### src/rtl/ball_ctrl_pkg.sv
// Shared playfield geometry for the pong datapath (display size, border, paddle, ball).
// Coordinates are compared in 11 bits so border arithmetic near zero cannot wrap.
package ball_ctrl_pkg;

    localparam int H_DISP     = 640;
    localparam int V_DISP     = 480;
    localparam int SLDE_W     = 10;
    localparam int body_l     = 80;
    localparam int body_w     = 10;
    localparam int BALL_W_DEF = 10;
    localparam int CMP_W      = 11;

    function automatic logic [CMP_W-1:0] ext11(input logic [9:0] v);
        return {1'b0, v};
    endfunction

endpackage

### src/rtl/tick_gen.sv
// Free-running divider: tick is high for one vga_clk cycle every TICK_DIV cycles.
// Shared with the paddle position stage.
module tick_gen #(
    parameter int TICK_DIV = 250000
) (
    input  logic vga_clk,
    input  logic sys_rst,
    output logic tick
);

    localparam int CNT_W = (TICK_DIV > 1) ? $clog2(TICK_DIV) : 1;
    localparam logic [CNT_W-1:0] CNT_LAST = CNT_W'(TICK_DIV - 1);

    logic [CNT_W-1:0] cnt;

    always_ff @(posedge vga_clk) begin
        if (sys_rst) begin
            cnt <= '0;
        end else if (cnt == CNT_LAST) begin
            cnt <= '0;
        end else begin
            cnt <= cnt + 1'b1;
        end
    end

    assign tick = (cnt == CNT_LAST);

endmodule

### src/rtl/ball_ctrl.sv
// Ball motion engine: wall bounces, paddle collision and miss detection on a divided tick.
// Optional build macro SPEEDUP_EN: each paddle hit raises the step by one, up to MAX_STEP.
//
// state | meaning
// IDLE  | ball parked at serve point, waiting for serve
// MOVE  | ball advances one step per tick
// MISS  | ball frozen at left border for MISS_TICKS ticks
module ball_ctrl
    import ball_ctrl_pkg::*;
#(
    parameter int BALL_W     = BALL_W_DEF,
    parameter int TICK_DIV   = 250000,
    parameter int STEP       = 2,
    parameter int MAX_STEP   = 6,
    parameter int X_INIT     = 315,
    parameter int Y_INIT     = 235,
    parameter int MISS_TICKS = 60
) (
    input  logic       vga_clk,
    input  logic       sys_rst,
    input  logic       serve,
    input  logic [9:0] body_x,
    input  logic [9:0] body_y,
    output logic [9:0] ball_x,
    output logic [9:0] ball_y,
    output logic       hit,
    output logic       miss,
    output logic       active
);

    localparam int Y_MAX  = V_DISP - SLDE_W - BALL_W;
    localparam int X_MAX  = H_DISP - SLDE_W - BALL_W;
    localparam int STEP_W = $clog2(MAX_STEP + 1);
    localparam int MC_W   = (MISS_TICKS > 1) ? $clog2(MISS_TICKS) : 1;

    typedef enum logic [1:0] {
        S_IDLE = 2'd0,
        S_MOVE = 2'd1,
        S_MISS = 2'd2
    } state_t;

    state_t            state, state_n;
    logic [9:0]        ball_x_n, ball_y_n;
    logic              dx_right, dx_right_n;
    logic              dy_up, dy_up_n;
    logic [STEP_W-1:0] step, step_n;
    logic [MC_W-1:0]   miss_cnt, miss_cnt_n;
    logic              hit_n, miss_n, active_n;
    logic              tick;

    logic [CMP_W-1:0]  x_w, y_w, s_w, px_w, py_w;
    logic              paddle_contact;

    tick_gen #(.TICK_DIV(TICK_DIV)) u_tick (
        .vga_clk (vga_clk),
        .sys_rst (sys_rst),
        .tick    (tick)
    );

    assign x_w  = ext11(ball_x);
    assign y_w  = ext11(ball_y);
    assign px_w = ext11(body_x);
    assign py_w = ext11(body_y);
    assign s_w  = CMP_W'(step);

    // Ball must still be right of the paddle face and overlap it vertically.
    assign paddle_contact = !dx_right
                          && (x_w <= px_w + CMP_W'(body_w) + s_w)
                          && (x_w > px_w)
                          && (y_w + CMP_W'(BALL_W) > py_w)
                          && (y_w < py_w + CMP_W'(body_l));

    always_ff @(posedge vga_clk) begin
        if (sys_rst) begin
            state    <= S_IDLE;
            ball_x   <= 10'(X_INIT);
            ball_y   <= 10'(Y_INIT);
            dx_right <= 1'b0;
            dy_up    <= 1'b0;
            step     <= STEP_W'(STEP);
            miss_cnt <= '0;
            hit      <= 1'b0;
            miss     <= 1'b0;
            active   <= 1'b0;
        end else begin
            state    <= state_n;
            ball_x   <= ball_x_n;
            ball_y   <= ball_y_n;
            dx_right <= dx_right_n;
            dy_up    <= dy_up_n;
            step     <= step_n;
            miss_cnt <= miss_cnt_n;
            hit      <= hit_n;
            miss     <= miss_n;
            active   <= active_n;
        end
    end

    always_comb begin
        state_n    = state;
        ball_x_n   = ball_x;
        ball_y_n   = ball_y;
        dx_right_n = dx_right;
        dy_up_n    = dy_up;
        step_n     = step;
        miss_cnt_n = miss_cnt;
        hit_n      = 1'b0;
        miss_n     = 1'b0;

        unique case (state)
            S_IDLE: begin
                ball_x_n = 10'(X_INIT);
                ball_y_n = 10'(Y_INIT);
                if (serve) begin
                    state_n    = S_MOVE;
                    dx_right_n = 1'b0;
                    dy_up_n    = 1'b0;
                    step_n     = STEP_W'(STEP);
                end
            end

            S_MOVE: begin
                if (tick) begin
                    if (!dy_up) begin
                        if (y_w + s_w >= CMP_W'(Y_MAX)) begin
                            ball_y_n = 10'(Y_MAX);
                            dy_up_n  = 1'b1;
                        end else begin
                            ball_y_n = 10'(y_w + s_w);
                        end
                    end else begin
                        if (y_w <= CMP_W'(SLDE_W) + s_w) begin
                            ball_y_n = 10'(SLDE_W);
                            dy_up_n  = 1'b0;
                        end else begin
                            ball_y_n = 10'(y_w - s_w);
                        end
                    end

                    if (dx_right) begin
                        if (x_w + s_w >= CMP_W'(X_MAX)) begin
                            ball_x_n   = 10'(X_MAX);
                            dx_right_n = 1'b0;
                        end else begin
                            ball_x_n = 10'(x_w + s_w);
                        end
                    end else if (paddle_contact) begin
                        ball_x_n   = 10'(px_w + CMP_W'(body_w));
                        dx_right_n = 1'b1;
                        hit_n      = 1'b1;
`ifdef SPEEDUP_EN
                        if (step < STEP_W'(MAX_STEP)) begin
                            step_n = step + 1'b1;
                        end
`endif
                    end else if (x_w <= CMP_W'(SLDE_W) + s_w) begin
                        ball_x_n   = 10'(SLDE_W);
                        miss_n     = 1'b1;
                        state_n    = S_MISS;
                        miss_cnt_n = MC_W'(MISS_TICKS - 1);
                    end else begin
                        ball_x_n = 10'(x_w - s_w);
                    end
                end
            end

            S_MISS: begin
                if (tick) begin
                    if (miss_cnt == '0) begin
                        state_n  = S_IDLE;
                        ball_x_n = 10'(X_INIT);
                        ball_y_n = 10'(Y_INIT);
                    end else begin
                        miss_cnt_n = miss_cnt - 1'b1;
                    end
                end
            end

            default: begin
                state_n = S_IDLE;
            end
        endcase

        active_n = (state_n == S_MOVE);
    end

endmodule

### config.mk
export PLATFORM = sky130hd
export DESIGN_NAME = ball_ctrl
export DESIGN_NICKNAME = d
export VERILOG_FILES = /design/src/rtl/ball_ctrl_pkg.sv /design/src/rtl/tick_gen.sv /design/src/rtl/ball_ctrl.sv
export SDC_FILE = /design/constraint.sdc
export NUM_CORES = 1
export LEC_CHECK = 0
export BUFFER_PORTS_ARGS = -buffer_cell sky130_fd_sc_hd__buf_2
export CORE_UTILIZATION = 51
export CTS_CLUSTER_SIZE = 25
export DETAILED_ROUTE_END_ITERATION = 12
export PLACE_DENSITY_LB_ADDON = 0.1
export SYNTH_ARGS = -nofsm -noshare
export SYNTH_HDL_FRONTEND = slang
export SYNTH_HIERARCHICAL = 1
export SYNTH_SLANG_ARGS = --single-unit
### constraint.sdc
create_clock -name vga_clk -period 4 [get_ports vga_clk]
set_clock_uncertainty 0.05 [all_clocks]
set_input_delay 0.2 -clock vga_clk [delete_from_list [all_inputs] [get_ports vga_clk]]
set_output_delay 0.2 -clock vga_clk [all_outputs]
set_load 0.02 [all_outputs]
==> out/qor.txt, run 1 <==
Routed wire per std cell = 16.3 µm
global-route wire length before repair = 21,600 µm
ANT nets after route = 0
Nets = 748
mean area per synthesized cell = 7.65 µm²
H-tree levels = 2
TritonCTS clock tree = done
Hold Path Cell Cnt = 3
mean number of vias per cell = 6.21
Die Span X = 99.1 µm
DRT iter0 DRCs = 437
launch point of the worst reg-to-reg path = ball_y[1]
number of placed instances, taps included = 780
Synth async-reset ratio = 0%
die area = 9830 µm²
worst skew pair latency = 0.31 ns
number of clock sinks = 51
total via count after detailed routing = 4,891
total routing resource utilization after global routing = 26.6%
# hold bufs at CTS = 0
fraction of the core area covered by cells at the end of the flow = 57.8%
post-route worst hold slack = 0.183 ns
Synthesis Warnings = 6
pin count of the biggest net entering global routing = 18
most frequently used cell type in the post-synthesis netlist = sky130_fd_sc_hd__nor2_1
CTS Buffer Depth = 2
Hold Crit Start = serve
Critical Path Source = ball_y[1]
Final Instance Area = 5320 µm²
leak pwr = 2.12 nW
wire length after detailed routing = 12,900 µm
Worst setup EP type = flip-flop
slew at the pin closest to its max-slew limit = 0.899 ns
initial core utilization = 52.3%
area growth from synthesis to layout = 10.5%
placed wire-length estimate = 9780 µm
placed standard-cell area = 5210 µm²
leading area contributor after synthesis = sky130_fd_sc_hd__dfxtp_1
area fraction of the dominant cell type after synthesis = 21.2%
number of flops mapped to enable cells by yosys = 0
required arrival time at the worst endpoint = 4.17 ns
hold violation count in the final report = 0
antenna violations before repair = 0
library cells used by synthesis = 83
core footprint = 9200 µm²
reg2reg path depth = 14
overall power of the completed layout = 1.02 mW
CP startpoint kind = flip-flop
IR Drop Worst-Case VDD = 157 µV
synthesized cell area = 4810 µm²
I/O pin total = 46
worst endpoint data arrival time = 3.94 ns
largest cells by area after synthesis = sky130_fd_sc_hd__dfxtp_1, sky130_fd_sc_hd__ha_1, sky130_fd_sc_hd__xnor2_1
diodes inserted = 0
total overflow reported by the global router = 0
DRC Markers = 0
Port Buffer Count = 45
max-slew violation count = 0
outcome = complete, no violations
maximum operating frequency = 265 MHz
Rows = 35
vias in the first global route = 4,486
Setup Slack @ Placement = 0.0215 ns
number of buffers added by the clock tree synthesis step = 5
Max Cap Violations = 0
leading cell types by count after synthesis = sky130_fd_sc_hd__nor2_1, sky130_fd_sc_hd__dfxtp_1, sky130_fd_sc_hd__inv_1
sequential share of the synthesized area = 21.2%
final count of negative-setup-slack endpoints = 0
final critical-path setup slack = 0.229 ns
Hold WC Path Type = in2reg
most frequently used flop master after synthesis = sky130_fd_sc_hd__dfxtp_1
min cycle time layout = 3.77 ns
share of the cycle needed by the critical path after routing = 94.3%
worst-case headroom to the max-slew limit = 39.2%
largest driver fanout on the critical path = 7
count of TritonRoute iterations in the first routing pass = 5
die outline height = 99.1 µm
total nets after synthesis = 700
Gate Count Post-Synth = 629
number of register bits inferred by synthesis = 51
total negative setup slack = 0 ns
Clk Tree Root Cell = sky130_fd_sc_hd__clkbuf_8
Pwr per Cell Area = 192 nW/µm²
Worst Setup Path Type = reg2reg
post-layout instance count excluding filler cells = 788
fraction of final layout cells sized beyond drive strength 1 = 15.8%
Worst-path clk slew = 0.10 ns
routability-driven placement congestion ratio = 0.964
==> worst paths after layout <==
path                    to  slack, ns
max            miss_cnt[1]       0.23
min               state[0]       0.18
max reg2reg    miss_cnt[1]       0.23
min reg2reg  u_tick/cnt[0]       0.42
==> repair_timing <==
item,CTS,global route
endpoints found under the setup margin,0,4
setup buffers,0,1
gates resized for setup,0,1
==> layout by cell type (no fill, tap or decap), types with 7 or more instances in the layout <==
master	count
sky130_fd_sc_hd__xor2_1	11
sky130_fd_sc_hd__dfxtp_1	51
sky130_fd_sc_hd__inv_1	50
sky130_fd_sc_hd__a211oi_1	10
sky130_fd_sc_hd__a21oi_1	42
sky130_fd_sc_hd__nor4_1	9
sky130_fd_sc_hd__nor3_1	23
sky130_fd_sc_hd__nand2_1	46
sky130_fd_sc_hd__nand3_1	23
sky130_fd_sc_hd__xnor2_1	37
sky130_fd_sc_hd__buf_4	23
sky130_fd_sc_hd__nand4_1	13
sky130_fd_sc_hd__o22ai_1	8
sky130_fd_sc_hd__nor2_1	57
sky130_fd_sc_hd__or3_1	7
sky130_fd_sc_hd__buf_2	45
sky130_fd_sc_hd__o21ai_0	36
sky130_fd_sc_hd__ha_1	48
==> cell type report <==
cell class / instances / area (µm²)
clock buffers: 6 / 82.6
multi-input cells: 501 / 3480
inverters: 50 / 188
clock inverters: 1 / 8.76
fillers: 889 / 3880
well taps: 111 / 139
repair buffers: 68 / 398
flip-flops and latches: 51 / 1020
==> worst max-delay path, stage by stage, from the launching register on <==
cell and delay [ns]:
sky130_fd_sc_hd__dfxtp_1 0.35, sky130_fd_sc_hd__ha_1 0.17, sky130_fd_sc_hd__o21ai_0 0.15, sky130_fd_sc_hd__or3_1 0.40
sky130_fd_sc_hd__xnor2_1 0.14, sky130_fd_sc_hd__ha_1 0.34, sky130_fd_sc_hd__a211oi_1 0.24, sky130_fd_sc_hd__nand2_1 0.09
sky130_fd_sc_hd__or3_1 0.38, sky130_fd_sc_hd__a32oi_2 0.21, sky130_fd_sc_hd__and4bb_4 0.31, sky130_fd_sc_hd__a2111oi_4 0.39
sky130_fd_sc_hd__buf_4 0.18, sky130_fd_sc_hd__nor3_1 0.04, sky130_fd_sc_hd__a311oi_2 0.23
==> per-layer routing <==
metal	routed length, µm	GRT usage [%]
met3	648	2.60
met4	226	6.90
met1	6110	36.9
met2	5880	44.3
met5	0	0
==> registers in the layout, summed over array words and instances, names as in the netlist <==
register,count
u_tick/cnt,18
ball_x,10
ball_y,10
miss_cnt,6
state,2
active,1
dx_right,1
dy_up,1
hit,1
miss,1
==> where the power goes <==
part           internal [mW]  switching (mW)  total (mW)
Clock                  0.140           0.175       0.315
Sequential             0.512         0.00467       0.517
Combinational         0.0800           0.110       0.190
==> logic make-up after synthesis <==
group | Yosys count | share of synthesized area, %
DFF | 51 | 21.2
adders and majority gates | 48 | 12.5
buffers and inverters | 77 | 6.60
and+or+nand+nor | 227 | 24.6
AOI/OAI and AO/OA | 175 | 25.6
muxes | 2 | 0.442
xor gates and xnor gates | 49 | 9.07
Note: power is estimated with default switching activity, not from simulation.
==> run 2: changes to the inputs <==
Settings changed: ABC_AREA set to 1, CTS_CLUSTER_SIZE 25 to not set, RECOVER_POWER set to 100.
==> out/qor.txt, run 2 <==
most common library cell in the layout ignoring fill and taps = sky130_fd_sc_hd__nand2_1
post-layout instance count excluding filler cells = 980 (+24%)
fraction of final layout cells sized beyond drive strength 1 = 7.99% (-7.8 points)
share of the cycle needed by the critical path after routing = 86.4% (-7.8 points)
mean area per synthesized cell = 6.17 µm² (-19%)
leading cell types by count after synthesis = sky130_fd_sc_hd__nand2_1, sky130_fd_sc_hd__inv_1, sky130_fd_sc_hd__nor2_1
clock power share = 30.1% (-0.7 points)
maximum single-stage delay on the critical path = 0.64 ns (+0.24 ns)
Setup Slack @ Placement = 0.585 ns (+0.563 ns)
largest driver fanout on the critical path = 12 (+5)
total negative setup slack = 0 ns (unchanged)
I/O pin total = 46 (unchanged)
total overflow reported by the global router = 0 (unchanged)
launch point of the worst reg-to-reg path = u_tick/cnt[0]
worst endpoint data arrival time = 3.64 ns (-0.30 ns)
largest cells by area after synthesis = sky130_fd_sc_hd__dfxtp_1, sky130_fd_sc_hd__nand2_1, sky130_fd_sc_hd__ha_1
number of placed instances, taps included = 972 (+25%)
Largest regs = u_tick/cnt: 18 flops, ball_x: 10 flops, ball_y: 10 flops
worst path cell trace = ha_1 > nand2_2 > nor2_1 > nand2_2 > nor4_1 > inv_1 > nor2_1 > clkbuf_1 > inv_1 > a21oi_1 > inv_1 > a21oi_1 > o21ai_0 > a21oi_1
met2 layer usage reported by global route = 44.9% (+0.56 points)
RSZ-0062 raised after global routing = no
slew at the pin closest to its max-slew limit = 0.689 ns (-0.210 ns)
Synthesis Warnings = 6 (unchanged)
number of buffers and inverters on the critical path = 4 (+3)
Setup Buffers After CTS = 0 (unchanged)
die area = 10,200 µm² (+3.3%)
placed wire-length estimate = 10,000 µm (+2.2%)
total nets after synthesis = 877 (+25%)
final count of negative-setup-slack endpoints = 0 (unchanged)
Gate Count Post-Synth = 806 (+28%)
Port Buffer Count = 45 (unchanged)
Crit path max-delay family = simple AND/OR/NAND/NOR gates
DRT iter0 DRCs = 180 (-59%)
leading area contributor after synthesis = sky130_fd_sc_hd__dfxtp_1
reg2reg path depth = 14 (unchanged)
Synth async-reset ratio = 0% (unchanged)
Clk Tree Root Cell = sky130_fd_sc_hd__clkbuf_8
library cells used by synthesis = 46 (-45%)
area growth from synthesis to layout = 7.37%
Rows = 35 (unchanged)
pin count of the biggest net entering global routing = 24 (+6)
number of clock sinks = 51 (unchanged)
total routing resource utilization after global routing = 25.4% (-1.2 points)
DRC Markers = 0 (unchanged)
met3 Use GR = 3.81% (+1.2 points)
setup slack on the worst flop-to-flop path = 0.54 ns (+0.31 ns)
switching power summed over all nets = 0.313 mW (+7.9%)
maximum operating frequency = 289 MHz (+9.1%)
area fraction of the dominant cell type after synthesis = 20.5% (-0.69 points)
met1 Use GR = 32.4% (-4.5 points)
cell at the slowest stage of the critical path = sky130_fd_sc_hd__nor4_1
overall power of the completed layout = 1.07 mW (+4.4%)
antenna violations before repair = 0 (unchanged)
peak-usage layer in the global routing report = met2
die outline height = 101 µm (+1.6%)
most frequently used flop master after synthesis = sky130_fd_sc_hd__dfxtp_1
required arrival time at the worst endpoint = 4.19 ns (+0.02 ns)
CP startpoint kind = flip-flop
Die Span X = 101 µm (+1.6%)
Worst setup EP type = flip-flop
final critical-path setup slack = 0.542 ns (+0.314 ns)
register bank with the most flops = u_tick/cnt
core footprint = 9330 µm² (+1.4%)
Pwr per Cell Area = 200 nW/µm² (+4.0%)
Routed wire per std cell = 12.7 µm (-22%)
vias in the first global route = 4,734 (+5.5%)
Hold WC Path Type = in2reg
number of buffers added by the clock tree synthesis step = 5 (unchanged)
synthesized cell area = 4970 µm² (+3.4%)
sequential share of the synthesized area = 20.5% (-0.69 points)
max-slew violation count = 0 (unchanged)
initial core utilization = 53.3% (+0.99 points)
Nets = 921 (+23%)
# hold bufs at CTS = 0 (unchanged)
TritonCTS clock tree = done
most frequently used cell type in the post-synthesis netlist = sky130_fd_sc_hd__nand2_1
min cycle time layout = 3.46 ns (-0.314 ns)
CTS Buffer Depth = 2 (unchanged)
Worst Setup Path Type = reg2reg
total via count after detailed routing = 5,088 (+4.0%)
Hold Crit Endpoint = state[0]
internal power = 0.754 mW (+3.1%)
worst-case headroom to the max-slew limit = 53.7% (+14 points)
hold violation count in the final report = 0 (unchanged)
Net Sw Frac = 29.4% (+0.95 points)
most frequent cells in the layout = sky130_fd_sc_hd__nand2_1, sky130_fd_sc_hd__inv_1, sky130_fd_sc_hd__nor2_1, sky130_fd_sc_hd__nand3_1, sky130_fd_sc_hd__dfxtp_1
outcome = complete, no violations
Max Cap Violations = 0 (unchanged)
Hold Path Cell Cnt = 4 (+1)
combinational power share = 20.6% (+2.0 points)
Hold Crit Start = serve
count of TritonRoute iterations in the first routing pass = 4 (-1)
ANT nets after route = 0 (unchanged)
Worst-path clk slew = 0.09 ns (about the same)
number of flops mapped to enable cells by yosys = 0 (unchanged)
H-tree levels = 2 (unchanged)
sequential share of power = 49.3% (-1.2 points)
post-cts resize count = 0 (unchanged)
wire length after detailed routing = 12,400 µm (-3.6%)
mean number of vias per cell = 5.19 (-16%)
cell count along the critical path = 14 (unchanged)
global-route wire length before repair = 20,900 µm (-3.1%)
worst skew pair latency = 0.30 ns (about the same)
number of register bits inferred by synthesis = 51 (unchanged)
diodes inserted = 0 (unchanged)
IR Drop Worst-Case VDD = 176 µV (+12%)
Critical R2R Capture = ball_y[2]
routability-driven placement congestion ratio = 0.982 (+1.9%)
leak pwr = 2.60 nW (+23%)
Largest register FFs = 18 (unchanged)
run 2: metrics by stage:
| step | area [µm²] | utilization (%) | hold WS (ns) |
|---|---|---|---|
| finish | 5340 | 57.3 | 0.220 |
| global route | 5340 | 57.3 | 0.277 |
| CTS | 5410 | 58.0 | 0.215 |
| detailed placement | 5310 | 56.9 | 0.412 |
| global placement | 5310 | 56.9 | 0.395 |
| floorplan | 4970 | - | 0.288 |
run 2: cell type report:
| type | count | area, µm² |
|---|---|---|
| tap | 129 | 161 |
| inverter | 128 | 480 |
| fill | 1018 | 3990 |
| sequential | 51 | 1020 |
| timing repair buffer | 47 | 208 |
| multi-input combinational | 617 | 3370 |
| clock buffer | 8 | 100 |
run 2: per-layer routing:
metal / vias to the layer above / share of wire [%]
li1: 2672 / -
met2: 85 / 47
met1: 2316 / 48
met5: - / 0
met3: 15 / 3.2
met4: 0 / 1.1
run 2: cell families (layout without fill, tap and decap cells):
kind of cell | after synthesis | after routing | synth area share [%]
and+or+nand+nor | 438 | 438 | 39.2
buffers and inverters | 138 | 183 | 11.0
AOI/OAI and AO/OA | 98 | 98 | 11.2
DFF | 51 | 51 | 20.5
adders and majority gates | 48 | 48 | 12.1
xor gates and xnor gates | 33 | 33 | 5.96
run 2: worst max-delay path by stage:
stage,startpoint,to,slack [ns]
2_1_floorplan,body_x[1],ball_x[1],1.18
5_1_grt,u_tick/cnt[0],ball_y[2],0.29
3_5_place_dp,body_x[1],ball_x[1],0.58
4_1_cts,body_x[1],ball_x[1],0.90
6_report,u_tick/cnt[0],ball_y[2],0.54
3_3_place_gp,body_x[1],ball_x[1],0.69
run 2: power by group through the flow:
| stage | clock, mW | combinational [mW] | sequential [mW] |
|---|---|---|---|
| 2_1_floorplan | 0 | 0.159 | 0.538 |
| 3_3_place_gp | 0 | 0.214 | 0.537 |
| 3_5_place_dp | 0 | 0.222 | 0.538 |
| 4_1_cts | 0.332 | 0.224 | 0.526 |
| 5_1_grt | 0.347 | 0.253 | 0.527 |
| 6_report | 0.321 | 0.220 | 0.526 |
run 2: worst reg2reg max path, cell delays in order, from the launching register on:
cell and delay (ns):
sky130_fd_sc_hd__dfxtp_1 0.38, sky130_fd_sc_hd__ha_1 0.21, sky130_fd_sc_hd__nand2_2 0.06, sky130_fd_sc_hd__nor2_1 0.32, sky130_fd_sc_hd__nand2_2 0.13, sky130_fd_sc_hd__nor4_1 0.64
sky130_fd_sc_hd__inv_1 0.15, sky130_fd_sc_hd__nor2_1 0.14, sky130_fd_sc_hd__clkbuf_1 0.51, sky130_fd_sc_hd__inv_1 0.09, sky130_fd_sc_hd__a21oi_1 0.27, sky130_fd_sc_hd__inv_1 0.10
sky130_fd_sc_hd__a21oi_1 0.12, sky130_fd_sc_hd__o21ai_0 0.09, sky130_fd_sc_hd__a21oi_1 0.14
